==> src/rtl/instr_fetch.sv <==
// instr_fetch: PC/ROM fetch stage with stall, branch redirect and HALT freeze; IFETCH_PERF_CNT_EN enables fetch_cnt
module instr_fetch #(
  parameter int ADDR_W = 16,
  parameter int INSTR_W = 27
) (
  input  logic               clk,
  input  logic               rst,
  input  logic               stall,
  input  logic               br_taken,
  input  logic [ADDR_W-1:0]  br_target,
  output logic [ADDR_W-1:0]  pc_addr,
  input  logic [INSTR_W-1:0] prom_data,
  output logic [INSTR_W-1:0] if_instr,
  output logic [ADDR_W-1:0]  if_pc,
  output logic               if_valid,
  output logic               halted,
  output logic [31:0]        fetch_cnt
);
  typedef enum logic {RUN, HALTED} state_t;
  state_t state, state_nx;
  logic [ADDR_W-1:0] pc_nx, if_pc_nx;
  logic [INSTR_W-1:0] if_instr_nx;
  logic if_valid_nx, load, is_halt;
  assign is_halt = prom_data[26] && prom_data[25:22] == 4'b0000;
  assign halted = state == HALTED;
  always_comb begin
    state_nx = state;
    pc_nx = pc_addr;
    if_instr_nx = if_instr;
    if_pc_nx = if_pc;
    if_valid_nx = if_valid;
    load = 1'b0;
    if (state == RUN) begin
      if (br_taken) begin
        pc_nx = br_target;
        if_instr_nx = '0;
        if_valid_nx = 1'b0;
      end else if (!stall) begin
        load = 1'b1;
        if_instr_nx = prom_data;
        if_pc_nx = pc_addr;
        if_valid_nx = 1'b1;
        pc_nx = is_halt ? pc_addr : pc_addr + ADDR_W'(1);
        state_nx = is_halt ? HALTED : RUN;
      end
    end else if (!stall) begin
      if_instr_nx = '0;
      if_valid_nx = 1'b0;
    end
  end
  always_ff @(posedge clk) begin
    if (rst) begin
      state <= RUN;
      pc_addr <= '0;
      if_instr <= '0;
      if_pc <= '0;
      if_valid <= 1'b0;
    end else begin
      state <= state_nx;
      pc_addr <= pc_nx;
      if_instr <= if_instr_nx;
      if_pc <= if_pc_nx;
      if_valid <= if_valid_nx;
    end
  end
`ifdef IFETCH_PERF_CNT_EN
  always_ff @(posedge clk) begin
    if (rst) fetch_cnt <= '0;
    else if (load) fetch_cnt <= fetch_cnt + 32'd1;
  end
`else
  assign fetch_cnt = '0;
  logic unused_load;
  assign unused_load = load;
`endif
endmodule

==> config.mk <==
export PLATFORM = sky130hd
export DESIGN_NAME = instr_fetch
export DESIGN_NICKNAME = d
export VERILOG_FILES = /design/src/rtl/instr_fetch.sv
export SDC_FILE = /design/constraint.sdc
export NUM_CORES = 1
export LEC_CHECK = 0
export CAP_MARGIN = 10
export CORE_MARGIN = 2
export CORE_UTILIZATION = 44
export CTS_CLUSTER_DIAMETER = 120
export DETAILED_ROUTE_END_ITERATION = 8
export GPL_TIMING_DRIVEN = 0
export PLACE_DENSITY = 0.93
export SYNTH_ARGS = -nofsm -noshare
export SYNTH_HDL_FRONTEND = slang
export SYNTH_SLANG_ARGS = --single-unit
==> constraint.sdc <==
create_clock -name clk -period 5.3 [get_ports clk]
set_clock_uncertainty 0.15 [all_clocks]
set_input_delay 0.53 -clock clk [delete_from_list [all_inputs] [get_ports clk]]
set_output_delay 0.53 -clock clk [all_outputs]
set_load 0.01 [all_outputs]
==> results of run 1 <==
-- cell families (layout without fill, tap and decap cells) --
logic type / count (synthesis) / count (layout) / share of synthesized area
AOI/OAI and AO/OA: 94 / 94 / 0.218
other: 1 / 32 / 0.00132
DFF: 61 / 61 / 0.430
and+or+nand+nor: 129 / 129 / 0.211
muxes: 3 / 3 / 0.0106
buffers and inverters: 61 / 182 / 0.125
adders and majority gates: 1 / 1 / 0.00441
-- path summary, 6_finish.rpt --
| kind | from | endpoint | slack (ps) | cells past startpoint |
|---|---|---|---|---|
| worst max register to register | pc_addr[0] | pc_addr[14] | 2830 | 5 |
| worst min-delay path | if_pc[0] | if_pc[0] | 310 | 2 |
| worst min register to register | if_pc[0] | if_pc[0] | 310 | 2 |
| worst max-delay path | pc_addr[0] | pc_addr[14] | 2830 | 5 |
-- worst register-to-register path: stages (launching register included) --
cell	delay, ps
dfxtp_1	530
ha_1	280
nand3_1	240
or4_1	620
or4_1	410
a31oi_1	170
-- cell type report --
cell class | instances | area, um^2 | area share
multi-input combinational | 259 | 1380 | 0.320
sequential | 61 | 1220 | 0.283
timing repair buffer | 105 | 1050 | 0.244
buffer | 59 | 348 | 0.0807
clock buffer | 11 | 131 | 0.0305
tap | 77 | 96.3 | 0.0224
clock inverter | 5 | 75.1 | 0.0174
inverter | 2 | 7.51 | 0.00174
-- power breakdown --
| part | internal (W) | leakage [nW] | switching (W) | total (W) |
|---|---|---|---|---|
| Clock | 0.000263 | 0.107 | 0.000182 | 0.000444 |
| Sequential | 0.000477 | 0.497 | 0.0000206 | 0.000497 |
| Combinational | 0.000101 | 1.07 | 0.0000872 | 0.000188 |
-- metrics by stage --
| stage | std cells | area [um^2] | power [W] | utilization |
|---|---|---|---|---|
| floorplan | 381 | 2960 | 0.000601 | - |
| global placement | 563 | 4100 | 0.000687 | 0.654 |
| detailed placement | 563 | 4100 | 0.000692 | 0.654 |
| CTS | 579 | 4310 | 0.00113 | 0.686 |
| global route | 579 | 4310 | 0.00117 | 0.686 |
| finish | 579 | 4310 | 0.00113 | 0.686 |
-- cells in the mapped netlist, types with 2 or more instances --
cell type / count / area (um^2)
a21oi_1: 28 / 140
a22oi_1: 30 / 225
a31oi_1: 6 / 37.5
and2_1: 3 / 18.8
and4_1: 2 / 17.5
buf_1: 4 / 15.0
buf_2: 2 / 10.0
buf_4: 33 / 248
clkbuf_1: 20 / 75.1
dfxtp_1: 61 / 1220
inv_1: 2 / 7.51
mux2i_1: 3 / 30.0
nand2_1: 50 / 188
nand2b_1: 3 / 18.8
nand3_1: 8 / 40.0
nand4_1: 5 / 31.3
nor2_1: 39 / 146
nor2b_1: 4 / 25.0
nor3_1: 3 / 15.0
o21a_1: 2 / 15.0
o21ai_0: 12 / 60.1
o2bb2ai_1: 3 / 26.3
o31ai_1: 2 / 15.0
o41ai_1: 3 / 26.3
or4_1: 4 / 30.0
-- layer usage --
layer,vias to the layer above,GRT usage
met5,-,0
met3,16,0.0737
met1,1360,0.282
li1,1468,-
met4,0,0.109
met2,176,0.374
-- registers in the layout, summed over array words and instances, names as in the netlist --
name,flops
halted,1
if_instr,27
pc_addr,16
if_pc,16
if_valid,1
==> flow_summary_export.csv, run 1 <==
group,metric,value,unit
outcome,status,"complete, no violations",
grt,overflow,0,
detailed_routing,drt_iter0_drc,271,
timing,finalMaxSlewViolations,0,
cts,cts_hold_buffers,0,
detailed_routing,wl_per_cell,14.5,um
die,die_area,7110,um^2
logic_synthesis,synthFlopType,"dfxtp_1",
pwr,max-vdd-ir-drop,197,uV
finish,layout_common_cells,"clkdlybuf4s50_1, dfxtp_1, nand2_1, nor2_1, buf_4",
logic_synthesis,synth_seq_area_share,0.430,
cts,postCtsSetupBuffers,0,
detailed_routing,wl_met3,947,um
place,dp_hpwl,6.17,mm
detailed_routing,vias_per_cell,5.22,
finish,drive_above_1_share,0.108,
cts,h-tree-depth,3,
setup_path,cp_top_family,"simple AND/OR/NAND/NOR gates",
logic_synthesis,synth_edf_count,0,
place,gp_congestion,0.922,
die,row_count,29,
setup_path,path_common_cell,"or4_1",
timing,whs,305,ps
setup_path,cp-start-kind,"flop",
grt,grt_pass1_vias,2705,
grt,track_usage,0.232,
setup_path,crit_path_max_incr_delay,620,ps
logic_synthesis,postSynthCellCount,350,
detailed_routing,drt_wl_total,8.42,mm
setup_path,cp_slowest_cell,"or4_1",
finish,n_fill_cell,504,
cts,clkTransAtPathRegs,70,ps
die,start_util,0.452,
timing,final-hold-violation-count,0,
setup_path,cp_num_buf_inv,0,
logic_synthesis,ys_types,43,
timing,setup_viol,0,
detailed_routing,drc_errors,0,
finish,layout.cells.most_common,"clkdlybuf4s50_1",
setup_path,path_max_fanout,9,
timing,tightest_slew,860,ps
cts,clock-sinks,61,
min_path,hold_class,"reg -> reg",
grt,antenna_found_initial,0,
die,die_w,84.3,um
pwr,p_leak,1.67,nW
setup_path,critPathKind,"reg -> reg",
die,coreArea,6280,um^2
finish,area_delta_synth_final,51.8,%
timing,clock.fmax,405,MHz
setup_path,arrival,2580,ps
die,die_h,84.3,um
setup_path,crit_required,5420,ps
cts,cts_tree,"built",
detailed_routing,drtAntennaViolNets,0,
logic_synthesis,synth_area,2840,um^2
detailed_routing,vias,3020,
timing,rsz0062_at_grt,"false",
cts,cts_resized,0,
die,ioPinCount,140,
detailed_routing,wl_met1,3.36,mm
detailed_routing,top_layer_used,"met4",
timing,slew-limit-headroom,0.422,
cts,cts_buffers,9,
setup_path,crit_chain,"ha_1 > nand3_1 > or4_1 > or4_1 > a31oi_1",
logic_synthesis,syn_avg_cell_area,8.11,um^2
grt,grt_pass1_wl,13.2,mm
place,port_buffers,105,
timing,finalCritPeriodShare,0.465,
place,dp_worst_setup_slack,2500,ps
logic_synthesis,async_flop_share,0,
finish,num_antenna_cells,0,
finish,nets,545,
setup_path,critPathCaptureType,"flop",
pwr,p_per_area,262,nW/um^2
timing,min_period,2470,ps
flow_run,max_cap_violations,0,
cts,clockRootBuffer,"clkbuf_8",
cts,clock_latency,340,ps
timing,fin_ws,2830,ps
grt,grt_max_degree,11,
logic_synthesis,yosysWarnings,0,
timing,setup_tns,0,ps
detailed_routing,dr.pass1.iters,7,
cts,ctsLongestPathBuffers,2,
detailed_routing,wl_met2,3.96,mm
logic_synthesis,ys_ff_latch,61,
Power figures use the tool's default switching activity.
==> run 2, diff against run 1 <==
- CORE_UTILIZATION: 44 -> 40
- PLACE_DENSITY: 0.93 -> 0.87
- clock period: 5.3 -> 2.5 ns (I/O delays scaled with it)
==> run 2 against run 1 <==
  * Sequential power increased by 110%
  * Routed wire length increased by 1.3%
  * Total power increased by 120%
==> flow_summary_export.csv, run 2 (same netlist as run 1, synthesis figures left out) <==
group,metric,value,unit
grt,grt_pass1_wl,13.1,mm
detailed_routing,drt_iter0_drc,223,
detailed_routing,wl_per_cell,14.3,um
cts,cts_tree,"built",
cts,clkTransAtPathRegs,70,ps
detailed_routing,drc_errors,0,
setup_path,path_max_fanout,8,
setup_path,ff2ff_setup_slack,160,ps
pwr,p_per_area,563,nW/um^2
min_path,worstHoldPathCells,3,
die,die_w,88.2,um
grt,antenna_found_initial,0,
min_path,worstHoldStart,"br_taken",
setup_path,critPathCaptureType,"flop",
cts,clock-sinks,61,
place,dp_worst_setup_slack,-83.1,ps
cts,clock_latency,340,ps
place,port_buffers,105,
setup_path,r2r_start,"pc_addr[1]",
finish,largest-register,"if_instr",
timing,finalCritPeriodShare,0.936,
cts,cts_buffers,9,
die,start_util,0.416,
timing,slew-limit-headroom,0.401,
place,dpl-instance-area,4130,um^2
place,dp_hpwl,6.26,mm
flow_run,max_cap_violations,0,
setup_path,reg2reg_depth,5,
pwr,max-vdd-ir-drop,404,uV
finish,n_fill_cell,586,
outcome,status,"complete, no violations",
finish,nets,545,
timing,fin_ws,159,ps
pwr,power,0.00245,W
finish,layout.cells.most_common,"clkdlybuf4s50_1",
die,die_h,88.2,um
die,coreArea,6830,um^2
finish,drive_above_1_share,0.114,
timing,tightest_slew,891,ps
detailed_routing,drt_wl_total,8.53,mm
timing,rsz0062_at_grt,"false",
grt,grt_max_degree,12,
finish,largest_register_ffs,27,
setup_path,cp-start-kind,"flop",
cts,h-tree-depth,3,
timing,finalMaxSlewViolations,0,
die,die_area,7790,um^2
grt,overflow,0,
detailed_routing,vias,2992,
cts,ctsLongestPathBuffers,2,
min_path,hold_class,"in -> reg",
finish,num_antenna_cells,0,
die,ioPinCount,140,
cts,clockRootBuffer,"clkbuf_8",
setup_path,arrival,2460,ps
timing,setup_viol,0,
grt,track_usage,0.220,
pwr,p_leak,1.68,nW
detailed_routing,vias_per_cell,5.00,
timing,final-hold-violation-count,0,
min_path,hold_end,"pc_addr[14]",
setup_path,critPathKind,"reg -> reg",
finish,area_delta_synth_final,53.3,%
timing,min_period,2340,ps
finish,instances_no_fill,598,
detailed_routing,drtAntennaViolNets,0,
place,dpl.cell_count,582,
timing,clock.fmax,427,MHz
setup_path,crit_start,"pc_addr[1]",
detailed_routing,dr.pass1.iters,6,
cts,cts_hold_buffers,0,
setup_path,crit_required,2620,ps
finish,final_area,4350,um^2
place,gp_congestion,0.879,
die,row_count,30,
grt,grt_pass1_vias,2778,
finish,layout_common_cells,"clkdlybuf4s50_1, dfxtp_1, nand2_1, nor2_1, buf_4",
setup_path,r2r_end,"pc_addr[14]",
finish,largestRegisters,"if_instr: 27 flops, if_pc: 16 flops, pc_addr: 16 flops",
==> run 2: metrics by stage <==
stage	hold WS [ps]	utilization	TNS [ps]
floorplan	263	-	0
global placement	291	0.604	0
detailed placement	296	0.604	-290
CTS	177	0.637	0
global route	217	0.637	0
finish	197	0.637	0
==> run 2: area by class of cell <==
| type | instances | area, um^2 | share of cell area |
|---|---|---|---|
| clock buffers | 10 | 138 | 0.0316 |
| plain buffers | 59 | 348 | 0.0799 |
| inverters | 2 | 7.51 | 0.00173 |
| flip-flops and latches | 61 | 1220 | 0.281 |
| repair buffers | 105 | 1050 | 0.242 |
| clock inverters | 6 | 86.3 | 0.0198 |
| multi-input cells | 259 | 1380 | 0.317 |
| well taps | 96 | 120 | 0.0276 |
==> run 2: worst max path at each step <==
stage | slack [ps] | endpoint | depth (start not counted)
3_5_place_dp | -80 | pc_addr[9] | 6
6_report | 160 | pc_addr[14] | 5
3_3_place_gp | 0.3 | pc_addr[11] | 6
2_1_floorplan | 330 | pc_addr[14] | 5
5_1_grt | 40 | pc_addr[14] | 5
4_1_cts | 120 | pc_addr[14] | 5
==> run 2: critical path, cell delays in order (launching register included) <==
cell and delay (ps):
dfxtp_1 480, ha_1 260, nand3_1 200, or4_1 600, or4_1 400, a31oi_1 170
==> run 2: what timing repair did <==
| action | 4_1_cts | 5_1_grt |
|---|---|---|
| buffers inserted | 0 | 0 |
| endpoints found under the hold margin | 0 | 0 |
| endpoints found under the setup margin | 0 | 1 |
| resized for setup | 0 | 1 |
==> run 2: metal layers <==
layer	up-vias	part of all wire	GRT usage
li1	1462	-	-
met1	1350	0.41	0.261
met2	169	0.46	0.361
met3	11	0.11	0.0858
met4	0	0.010	0.0799
met5	-	0	0
==> run 2: power by group <==
group,internal (W),switching (W)
sequential,0.00101,0.0000431
clock,0.000586,0.000409
combinational,0.000213,0.000187
